--- src/rtl/crc_mc_pkg.sv ---
// Shared encodings, reset constants, queue-entry layout and bit helpers for the multi-channel CRC unit.
package crc_mc_pkg;

  localparam logic [1:0] SZ_BYTE = 2'b00;
  localparam logic [1:0] SZ_HALF = 2'b01;
  localparam logic [1:0] SZ_WORD = 2'b10;

  localparam logic [1:0] PS_32 = 2'b00;
  localparam logic [1:0] PS_16 = 2'b01;
  localparam logic [1:0] PS_8  = 2'b10;
  localparam logic [1:0] PS_7  = 2'b11;

  localparam logic [1:0] REV_NONE = 2'b00;
  localparam logic [1:0] REV_BYTE = 2'b01;
  localparam logic [1:0] REV_HALF = 2'b10;
  localparam logic [1:0] REV_WORD = 2'b11;

  localparam logic [31:0] RST_POLY  = 32'h04C1_1DB7;
  localparam logic [1:0]  RST_PSIZE = PS_32;
  localparam logic [31:0] RST_INIT  = 32'hFFFF_FFFF;
  localparam logic [31:0] RST_CRC   = 32'hFFFF_FFFF;
  localparam logic [31:0] RST_XOR   = 32'h0000_0000;

  // Channel field is sized for up to 256 contexts; the top keeps only CH_W bits.
  localparam int ENTRY_CH_W = 8;

  typedef enum logic {
    CMD_DATA  = 1'b0,
    CMD_RESET = 1'b1
  } cmd_e;

  typedef struct packed {
    cmd_e                  cmd;
    logic [ENTRY_CH_W-1:0] ch;
    logic [31:0]           data;
    logic [1:0]            size;
    logic [1:0]            rev;
  } entry_t;

  function automatic logic [31:0] width_mask(input logic [1:0] psize);
    case (psize)
      PS_32:   return 32'hFFFF_FFFF;
      PS_16:   return 32'h0000_FFFF;
      PS_8:    return 32'h0000_00FF;
      PS_7:    return 32'h0000_007F;
      default: return 32'hFFFF_FFFF;
    endcase
  endfunction

  function automatic logic [31:0] top_bit(input logic [1:0] psize);
    case (psize)
      PS_32:   return 32'h8000_0000;
      PS_16:   return 32'h0000_8000;
      PS_8:    return 32'h0000_0080;
      PS_7:    return 32'h0000_0040;
      default: return 32'h8000_0000;
    endcase
  endfunction

  function automatic logic [5:0] width_bits(input logic [1:0] psize);
    case (psize)
      PS_32:   return 6'd32;
      PS_16:   return 6'd16;
      PS_8:    return 6'd8;
      PS_7:    return 6'd7;
      default: return 6'd32;
    endcase
  endfunction

  function automatic logic [31:0] bit_rev32(input logic [31:0] v);
    logic [31:0] r;
    r = 32'h0;
    for (int i = 0; i < 32; i++) r[i] = v[31 - i];
    return r;
  endfunction

  // Whole-word reversal mirrors across the transfer size so the valid bytes stay in the low lanes.
  function automatic logic [31:0] in_reverse(input logic [31:0] d, input logic [1:0] size,
                                             input logic [1:0] rev);
    logic [31:0] r;
    int          span;
    r = 32'h0;
    case (size)
      SZ_BYTE: span = 8;
      SZ_HALF: span = 16;
      default: span = 32;
    endcase
    for (int i = 0; i < 32; i++) begin
      case (rev)
        REV_BYTE: r[i] = d[(i & ~7) + 7 - (i & 7)];
        REV_HALF: r[i] = d[(i & ~15) + 15 - (i & 15)];
        REV_WORD: begin
          if (i < span) r[i] = d[span - 1 - i];
          else          r[i] = 1'b0;
        end
        default:  r[i] = d[i];
      endcase
    end
    return r;
  endfunction

  function automatic logic [1:0] last_byte_idx(input logic [1:0] size);
    case (size)
      SZ_BYTE: return 2'd0;
      SZ_HALF: return 2'd1;
      default: return 2'd3;
    endcase
  endfunction

endpackage

--- src/rtl/crc_byte_step.sv ---
// Combinational one-byte LFSR update for a CRC of effective width 7, 8, 16 or 32 bits.
module crc_byte_step
  import crc_mc_pkg::*;
(
  input  logic [31:0] crc,
  input  logic [7:0]  din,
  input  logic [31:0] poly,
  input  logic [1:0]  psize,
  output logic [31:0] crc_next
);

  logic [31:0] mask_s;
  logic [31:0] top_s;
  logic [31:0] poly_m_s;

  assign mask_s   = width_mask(psize);
  assign top_s    = top_bit(psize);
  assign poly_m_s = poly & mask_s;

  // Eight serial shifts, message bit MSB first
  always_comb begin
    crc_next = crc & mask_s;
    for (int i = 7; i >= 0; i--) begin
      if (((crc_next & top_s) != 32'h0) ^ din[i]) crc_next = ((crc_next << 1) & mask_s) ^ poly_m_s;
      else                                        crc_next = (crc_next << 1) & mask_s;
    end
  end

endmodule

--- src/rtl/crc_unit_mc.sv ---
// Multi-channel CRC unit: N_CH contexts share one byte-per-cycle engine fed by an in-order command queue.
// Define CRC_MC_XOR_OUT_EN to add a per-channel final-XOR register applied to crc_out.
module crc_unit_mc
  import crc_mc_pkg::*;
#(
  parameter int N_CH       = 4,
  parameter int FIFO_DEPTH = 4,
  parameter int CH_W       = (N_CH > 1) ? $clog2(N_CH) : 1
) (
  input  logic            clk,
  input  logic            rst_n,
  input  logic            data_valid,
  output logic            data_ready,
  input  logic [CH_W-1:0] data_ch,
  input  logic [31:0]     data,
  input  logic [1:0]      data_size,
  input  logic [1:0]      rev_in_type,
  input  logic            reset_chain,
  input  logic [CH_W-1:0] cfg_ch,
  input  logic [31:0]     cfg_wdata,
  input  logic            cfg_poly_en,
  input  logic            cfg_init_en,
  input  logic            cfg_xor_en,
  input  logic [1:0]      cfg_poly_size,
  output logic            cfg_busy,
  input  logic [CH_W-1:0] rd_ch,
  input  logic            rev_out_type,
  output logic [31:0]     crc_out,
  output logic            rd_wait,
  output logic            fifo_full,
  output logic            done,
  output logic [CH_W-1:0] done_ch
);

  localparam int AW = $clog2(FIFO_DEPTH);
  localparam int PW = $clog2(FIFO_DEPTH + 2);

  typedef enum logic {
    ST_IDLE = 1'b0,
    ST_RUN  = 1'b1
  } state_e;

  entry_t          fifo_r [FIFO_DEPTH];
  logic [AW-1:0]   wr_ptr_r, rd_ptr_r;
  logic [AW:0]     count_r;
  logic [PW-1:0]   pend_r [N_CH];
  logic [31:0]     poly_r [N_CH];
  logic [31:0]     init_r [N_CH];
  logic [31:0]     crc_r  [N_CH];
  logic [1:0]      psize_r[N_CH];
  state_e          state_r, state_s;
  cmd_e            cur_cmd_r;
  logic [CH_W-1:0] cur_ch_r;
  logic [31:0]     cur_data_r;
  logic [1:0]      idx_r;
  logic            done_r;
  logic [CH_W-1:0] done_ch_r;

  entry_t      push_entry_s, head_s;
  logic        fifo_full_s, push_s, pop_s, last_s, retire_s, cfg_busy_s, cfg_wr_s;
  logic [7:0]  cur_byte_s;
  logic [31:0] step_crc_s, eng_crc_s, rd_mask_s, rd_crc_s, rd_rev_s, crc_out_s;
  logic        unused_head_s;

  assign fifo_full_s = (count_r == (AW + 1)'(FIFO_DEPTH));
  assign push_s      = !fifo_full_s && (reset_chain || data_valid);
  assign head_s      = fifo_r[rd_ptr_r];
  assign unused_head_s = ^head_s;

  assign push_entry_s.cmd  = reset_chain ? CMD_RESET : CMD_DATA;
  assign push_entry_s.ch   = ENTRY_CH_W'(data_ch);
  assign push_entry_s.data = data;
  assign push_entry_s.size = data_size;
  assign push_entry_s.rev  = rev_in_type;

  assign cur_byte_s = cur_data_r[{idx_r, 3'b000} +: 8];
  assign last_s     = (cur_cmd_r == CMD_RESET) || (idx_r == 2'd0);
  assign retire_s   = (state_r == ST_RUN) && last_s;
  assign pop_s      = (count_r != (AW + 1)'(0)) && ((state_r == ST_IDLE) || retire_s);
  assign cfg_busy_s = (pend_r[cfg_ch] != PW'(0));
  assign cfg_wr_s   = !cfg_busy_s;

  crc_byte_step u_step (
    .crc      (crc_r[cur_ch_r]),
    .din      (cur_byte_s),
    .poly     (poly_r[cur_ch_r]),
    .psize    (psize_r[cur_ch_r]),
    .crc_next (step_crc_s)
  );

  // Value the engine writes back to the active channel this cycle
  always_comb begin
    eng_crc_s = step_crc_s;
    if (cur_cmd_r == CMD_RESET) eng_crc_s = init_r[cur_ch_r] & width_mask(psize_r[cur_ch_r]);
    else                        eng_crc_s = step_crc_s;
  end

  // Engine next-state logic
  always_comb begin
    state_s = state_r;
    case (state_r)
      ST_IDLE: begin
        if (pop_s) state_s = ST_RUN;
        else       state_s = ST_IDLE;
      end
      ST_RUN: begin
        if (retire_s && !pop_s) state_s = ST_IDLE;
        else                    state_s = ST_RUN;
      end
      default: state_s = ST_IDLE;
    endcase
  end

  // Command queue storage, pointers and occupancy
  always_ff @(posedge clk or negedge rst_n) begin
    if (!rst_n) begin
      for (int i = 0; i < FIFO_DEPTH; i++) fifo_r[i] <= '0;
      wr_ptr_r <= '0;
      rd_ptr_r <= '0;
      count_r  <= '0;
    end else begin
      if (push_s) begin
        fifo_r[wr_ptr_r] <= push_entry_s;
        wr_ptr_r         <= wr_ptr_r + AW'(1);
      end
      if (pop_s) rd_ptr_r <= rd_ptr_r + AW'(1);
      case ({push_s, pop_s})
        2'b10:   count_r <= count_r + (AW + 1)'(1);
        2'b01:   count_r <= count_r - (AW + 1)'(1);
        default: count_r <= count_r;
      endcase
    end
  end

  // Engine state and the command currently being processed
  always_ff @(posedge clk or negedge rst_n) begin
    if (!rst_n) begin
      state_r    <= ST_IDLE;
      cur_cmd_r  <= CMD_DATA;
      cur_ch_r   <= '0;
      cur_data_r <= 32'h0;
      idx_r      <= 2'd0;
    end else begin
      state_r <= state_s;
      if (pop_s) begin
        cur_cmd_r  <= head_s.cmd;
        cur_ch_r   <= head_s.ch[CH_W-1:0];
        cur_data_r <= in_reverse(head_s.data, head_s.size, head_s.rev);
        idx_r      <= last_byte_idx(head_s.size);
      end else if ((state_r == ST_RUN) && !last_s) begin
        idx_r <= idx_r - 2'd1;
      end
    end
  end

  // Per-channel pending counts cover both queued and in-flight commands
  always_ff @(posedge clk or negedge rst_n) begin
    if (!rst_n) begin
      for (int i = 0; i < N_CH; i++) pend_r[i] <= '0;
    end else begin
      for (int i = 0; i < N_CH; i++) begin
        case ({push_s && (data_ch == CH_W'(i)), retire_s && (cur_ch_r == CH_W'(i))})
          2'b10:   pend_r[i] <= pend_r[i] + PW'(1);
          2'b01:   pend_r[i] <= pend_r[i] - PW'(1);
          default: pend_r[i] <= pend_r[i];
        endcase
      end
    end
  end

  // Channel contexts; cfg writes cannot collide with the engine since a busy channel blocks them
  always_ff @(posedge clk or negedge rst_n) begin
    if (!rst_n) begin
      for (int i = 0; i < N_CH; i++) begin
        poly_r[i]  <= RST_POLY;
        psize_r[i] <= RST_PSIZE;
        init_r[i]  <= RST_INIT;
        crc_r[i]   <= RST_CRC;
      end
    end else begin
      for (int i = 0; i < N_CH; i++) begin
        if (cfg_wr_s && (cfg_ch == CH_W'(i)) && cfg_poly_en) begin
          poly_r[i]  <= cfg_wdata;
          psize_r[i] <= cfg_poly_size;
        end
        if (cfg_wr_s && (cfg_ch == CH_W'(i)) && cfg_init_en) init_r[i] <= cfg_wdata;
        if ((state_r == ST_RUN) && (cur_ch_r == CH_W'(i)))             crc_r[i] <= eng_crc_s;
        else if (cfg_wr_s && (cfg_ch == CH_W'(i)) && cfg_init_en)      crc_r[i] <= cfg_wdata;
      end
    end
  end

  // Retire pulse and channel
  always_ff @(posedge clk or negedge rst_n) begin
    if (!rst_n) begin
      done_r    <= 1'b0;
      done_ch_r <= '0;
    end else begin
      done_r <= retire_s;
      if (retire_s) done_ch_r <= cur_ch_r;
    end
  end

  assign rd_mask_s = width_mask(psize_r[rd_ch]);
  assign rd_crc_s  = crc_r[rd_ch] & rd_mask_s;
  assign rd_rev_s  = bit_rev32(rd_crc_s) >> (6'd32 - width_bits(psize_r[rd_ch]));

`ifdef CRC_MC_XOR_OUT_EN
  logic [31:0] xor_r [N_CH];

  // Final-XOR registers
  always_ff @(posedge clk or negedge rst_n) begin
    if (!rst_n) begin
      for (int i = 0; i < N_CH; i++) xor_r[i] <= RST_XOR;
    end else begin
      for (int i = 0; i < N_CH; i++) begin
        if (cfg_wr_s && (cfg_ch == CH_W'(i)) && cfg_xor_en) xor_r[i] <= cfg_wdata;
      end
    end
  end

  // Read path with reversal and final XOR
  always_comb begin
    crc_out_s = rd_crc_s;
    if (rev_out_type) crc_out_s = (rd_rev_s ^ xor_r[rd_ch]) & rd_mask_s;
    else              crc_out_s = (rd_crc_s ^ xor_r[rd_ch]) & rd_mask_s;
  end
`else
  logic unused_xor_en_s;
  assign unused_xor_en_s = cfg_xor_en;

  // Read path with optional reversal
  always_comb begin
    crc_out_s = rd_crc_s;
    if (rev_out_type) crc_out_s = rd_rev_s & rd_mask_s;
    else              crc_out_s = rd_crc_s;
  end
`endif

  assign crc_out    = crc_out_s;
  assign data_ready = !fifo_full_s;
  assign fifo_full  = fifo_full_s;
  assign cfg_busy   = cfg_busy_s;
  assign rd_wait    = (pend_r[rd_ch] != PW'(0));
  assign done       = done_r;
  assign done_ch    = done_ch_r;

endmodule

--- config.mk ---
export PLATFORM = sky130hd
export DESIGN_NAME = crc_unit_mc
export DESIGN_NICKNAME = d
export VERILOG_FILES = /design/src/rtl/crc_mc_pkg.sv /design/src/rtl/crc_byte_step.sv /design/src/rtl/crc_unit_mc.sv
export SDC_FILE = /design/constraint.sdc
export NUM_CORES = 2
export LEC_CHECK = 0
export CAP_MARGIN = 0
export CORE_ASPECT_RATIO = 0.75
export CORE_MARGIN = 2
export CORE_UTILIZATION = 25
export DETAILED_ROUTE_END_ITERATION = 6
export DONT_BUFFER_PORTS = 1
export PLACE_DENSITY = 0.39
export SLEW_MARGIN = 25
export SYNTH_ARGS = -nofsm -noshare
export SYNTH_HDL_FRONTEND = slang
export SYNTH_SLANG_ARGS = --single-unit
--- constraint.sdc ---
create_clock -name clk -period 26.6 [get_ports clk]
set_clock_uncertainty 0.05 [all_clocks]
set_input_delay 5.32 -clock clk [delete_from_list [all_inputs] [get_ports clk]]
set_output_delay 5.32 -clock clk [all_outputs]
set_load 0.1 [all_outputs]
==> reports/results.ini <==
[route]
avgRoutedWirePerCell_um = 24.1
drc = 0
drtIter0Drc = 2409
via_count = 26300
dr.pass1.iters = 6
routed_wl_um = 128000
via_per_inst = 4.96
drtAntennaViolNets = 0

[logic_synthesis]
syn_inst = 3451
ys_types = 78
synth_area_um2 = 35900
synthMuxAreaShare_pct = 24.1
synth_top_family_by_area = multiplexers
synth_seq_cells = 608
synth_xor_area_share_pct = 6.03
synth_edf_count = 0
synth-compound-area-share_pct = 7.49
synth_nets = 3552
yosysWarnings = 0
synth-seq-area-share_pct = 43.4
yosys.area_share.adder_pct = 0.696
yosys.area_share.simple_pct = 15.3
yosys_most_used_dff = dfstp_2
syn_avg_cell_area_um2 = 10.4
synthArstFlopShare_pct = 100

[worst_setup_path]
slowest_stage = mux4_2
worstSetupPathType = flop to flop
endpoint_kind = flop
crit_path_frequent_cell = mux2i_1
worst_ep_required_time_ns = 27.13
timing.rr.start = cur_ch_r[0]$_DFFE_PN0P_
worst-path-max-fanout = 33
cp.arrival_ns = 13.98
path_delay_family = compound AO/OA/AOI/OAI gates
max_stage_delay_ns = 0.86
r2r_cells = 31
worstReg2RegEnd = crc_r[12]$_DFFE_PN1P_
worst_setup_path_start_kind = flop
reg2reg_slack_ns = 13.15
cp_num_buf_inv = 3

[sta]
grt_setup_unrepaired = no
setup_tns_ns = 0
hold_viol = 0
setup_viol_count_final = 0
whs_ns = 0.405
fin_crit_sh_pct = 50.6
maxSlewViolCount = 0
fin_crit_ns = 13.45
slew_headroom_pct = 25.1
fmax_mhz = 74.3
worst_pin_slew_ns = 1.12

[clock_tree]
cts_max_level = 3
clock_latency_ns = 0.69
cts_setup_buffers = 0
cts_resized = 0
tritoncts = built
cts_buffer_depth = 3
clockRootBuffer = clkbuf_16
numCtsBuffers = 75
holdBufCountCts = 0
clock_sinks = 608
path_clk_slew_ns = 0.06

[min_path]
min_from = init_r[114]$_DFFE_PN1P_
whs_endpoint = init_r[114]$_DFFE_PN1P_
hold_class = flop to flop
hold_path_depth = 2

[placed_design]
finalWeightedCongestion = 0.804
placed_cells = 5168
port_buffers = 0
place_hpwl_um = 82800

[die]
row_count = 120
coreArea_um2 = 143000
initial_core_util_pct = 25.2
die_area_um2 = 147000
die_x_um = 442
die_h_um = 332
num_io_pins = 123

[flow_run]
drv_cap = 0

[status]
status = complete, no violations

[grt]
antenna_found_initial = 8
gr-total-overflow = 0
grt_max_degree = 609
grt_pass1_wl_um = 188000
grt_pass1_vias = 26500
grt_usage_pct = 17.3

[finish]
final_cell_mix = nand2_1, dfstp_2, mux2_2
drive_gt1_share_pct = 32.1
postLayoutCoreUtil_pct = 28.7
layout_commonest_cell = nand2_1
layout.nets = 3459
syn2layout_area_growth_pct = 13.9
fin_cells = 5314

==> synthesized netlist by cell type (22+ instances only) <==
cell	instances	area (µm²)
mux2_2	308	3470
buf_1	30	113
nand2b_1	28	175
nand2_1	894	3360
a31o_2	22	193
xnor2_1	179	1570
xor2_1	57	499
nand3_1	53	265
mux2i_1	82	821
a31oi_1	30	188
and2_1	30	188
nor2_1	126	473
inv_1	34	128
dfstp_2	312	8200
mux4_2	190	4280
a21oi_1	180	901
dfrtp_1	296	7410
clkbuf_1	196	736
and3_1	79	494
o21ai_0	90	450
==> sequential cells by signal (all words and copies together), names as in the netlist <==
register,count
done,1
rd_ptr_r,2
init_r,128
done_ch,2
psize_r,8
cur_data_r,32
poly_r,128
cur_cmd_r,1
idx_r,2
wr_ptr_r,2
pend_r,12
state_r,1
cur_ch_r,2
fifo_r,156
crc_r,128
count_r,3
==> through the flow <==
stage               instance area (µm²)  worst slack (ns)
floorplan                         35900             11.72
global placement                  38100             13.42
detailed placement                38200             13.40
CTS                               40800             13.33
global route                      40900             12.26
finish                            40900             13.15
==> worst max-delay path by stage <==
stage,from,to,slack [ns],depth (start not counted)
floorplan,rd_ch[0],crc_out[8],11.72,6
finish,cur_ch_r[0]$_DFFE_PN0P_,crc_r[12]$_DFFE_PN1P_,13.15,31
detailed placement,cur_ch_r[0]$_DFFE_PN0P_,crc_r[108]$_DFFE_PN1P_,13.40,31
global route,cur_ch_r[0]$_DFFE_PN0P_,crc_r[46]$_DFFE_PN1P_,12.26,31
CTS,cur_ch_r[0]$_DFFE_PN0P_,crc_r[44]$_DFFE_PN1P_,13.33,31
global placement,cur_ch_r[0]$_DFFE_PN0P_,crc_r[44]$_DFFE_PN1P_,13.42,32
==> routing by layer <==
layer  GRT usage [%]  up-vias  share of wire [%]
met1            25.8    13600                 49
met3            3.68      126                5.9
li1                -    12000                  -
met2            25.3      664                 43
met5               0        -                  0
met4            3.73        0                1.9
==> layout make-up <==
class                           count  area (µm²)
Antenna cell                        4        10.0
Multi-Input combinational cell   2569       19600
Inverter                           35         131
Sequential cell                   608       15600
Timing Repair Buffer               69         649
Clock buffer                      112        2260
Tap cell                         1891        2370
Fill cell                       14800      102000
Clock inverter                     26         325
==> kinds of logic (layout without fill, tap and decap cells) <==
group / Yosys count / after routing
AO/OA/AOI/OAI: 437 / 437
other: 0 / 4
XOR/XNOR: 241 / 241
AND/OR/NAND/NOR: 1289 / 1289
buffers and inverters: 274 / 242
flip-flops: 608 / 608
multiplexers: 585 / 585
adder cells (fa/ha/maj): 17 / 17
==> tightest hold or removal path: stages, from the launching register on <==
cell and delay [ns]:
dfstp_2 0.36, nand2_1 0.05, nand2_1 0.04
Power is not shown: default switching activity piles up to over one toggle a cycle in this logic, so the estimate is an artifact.
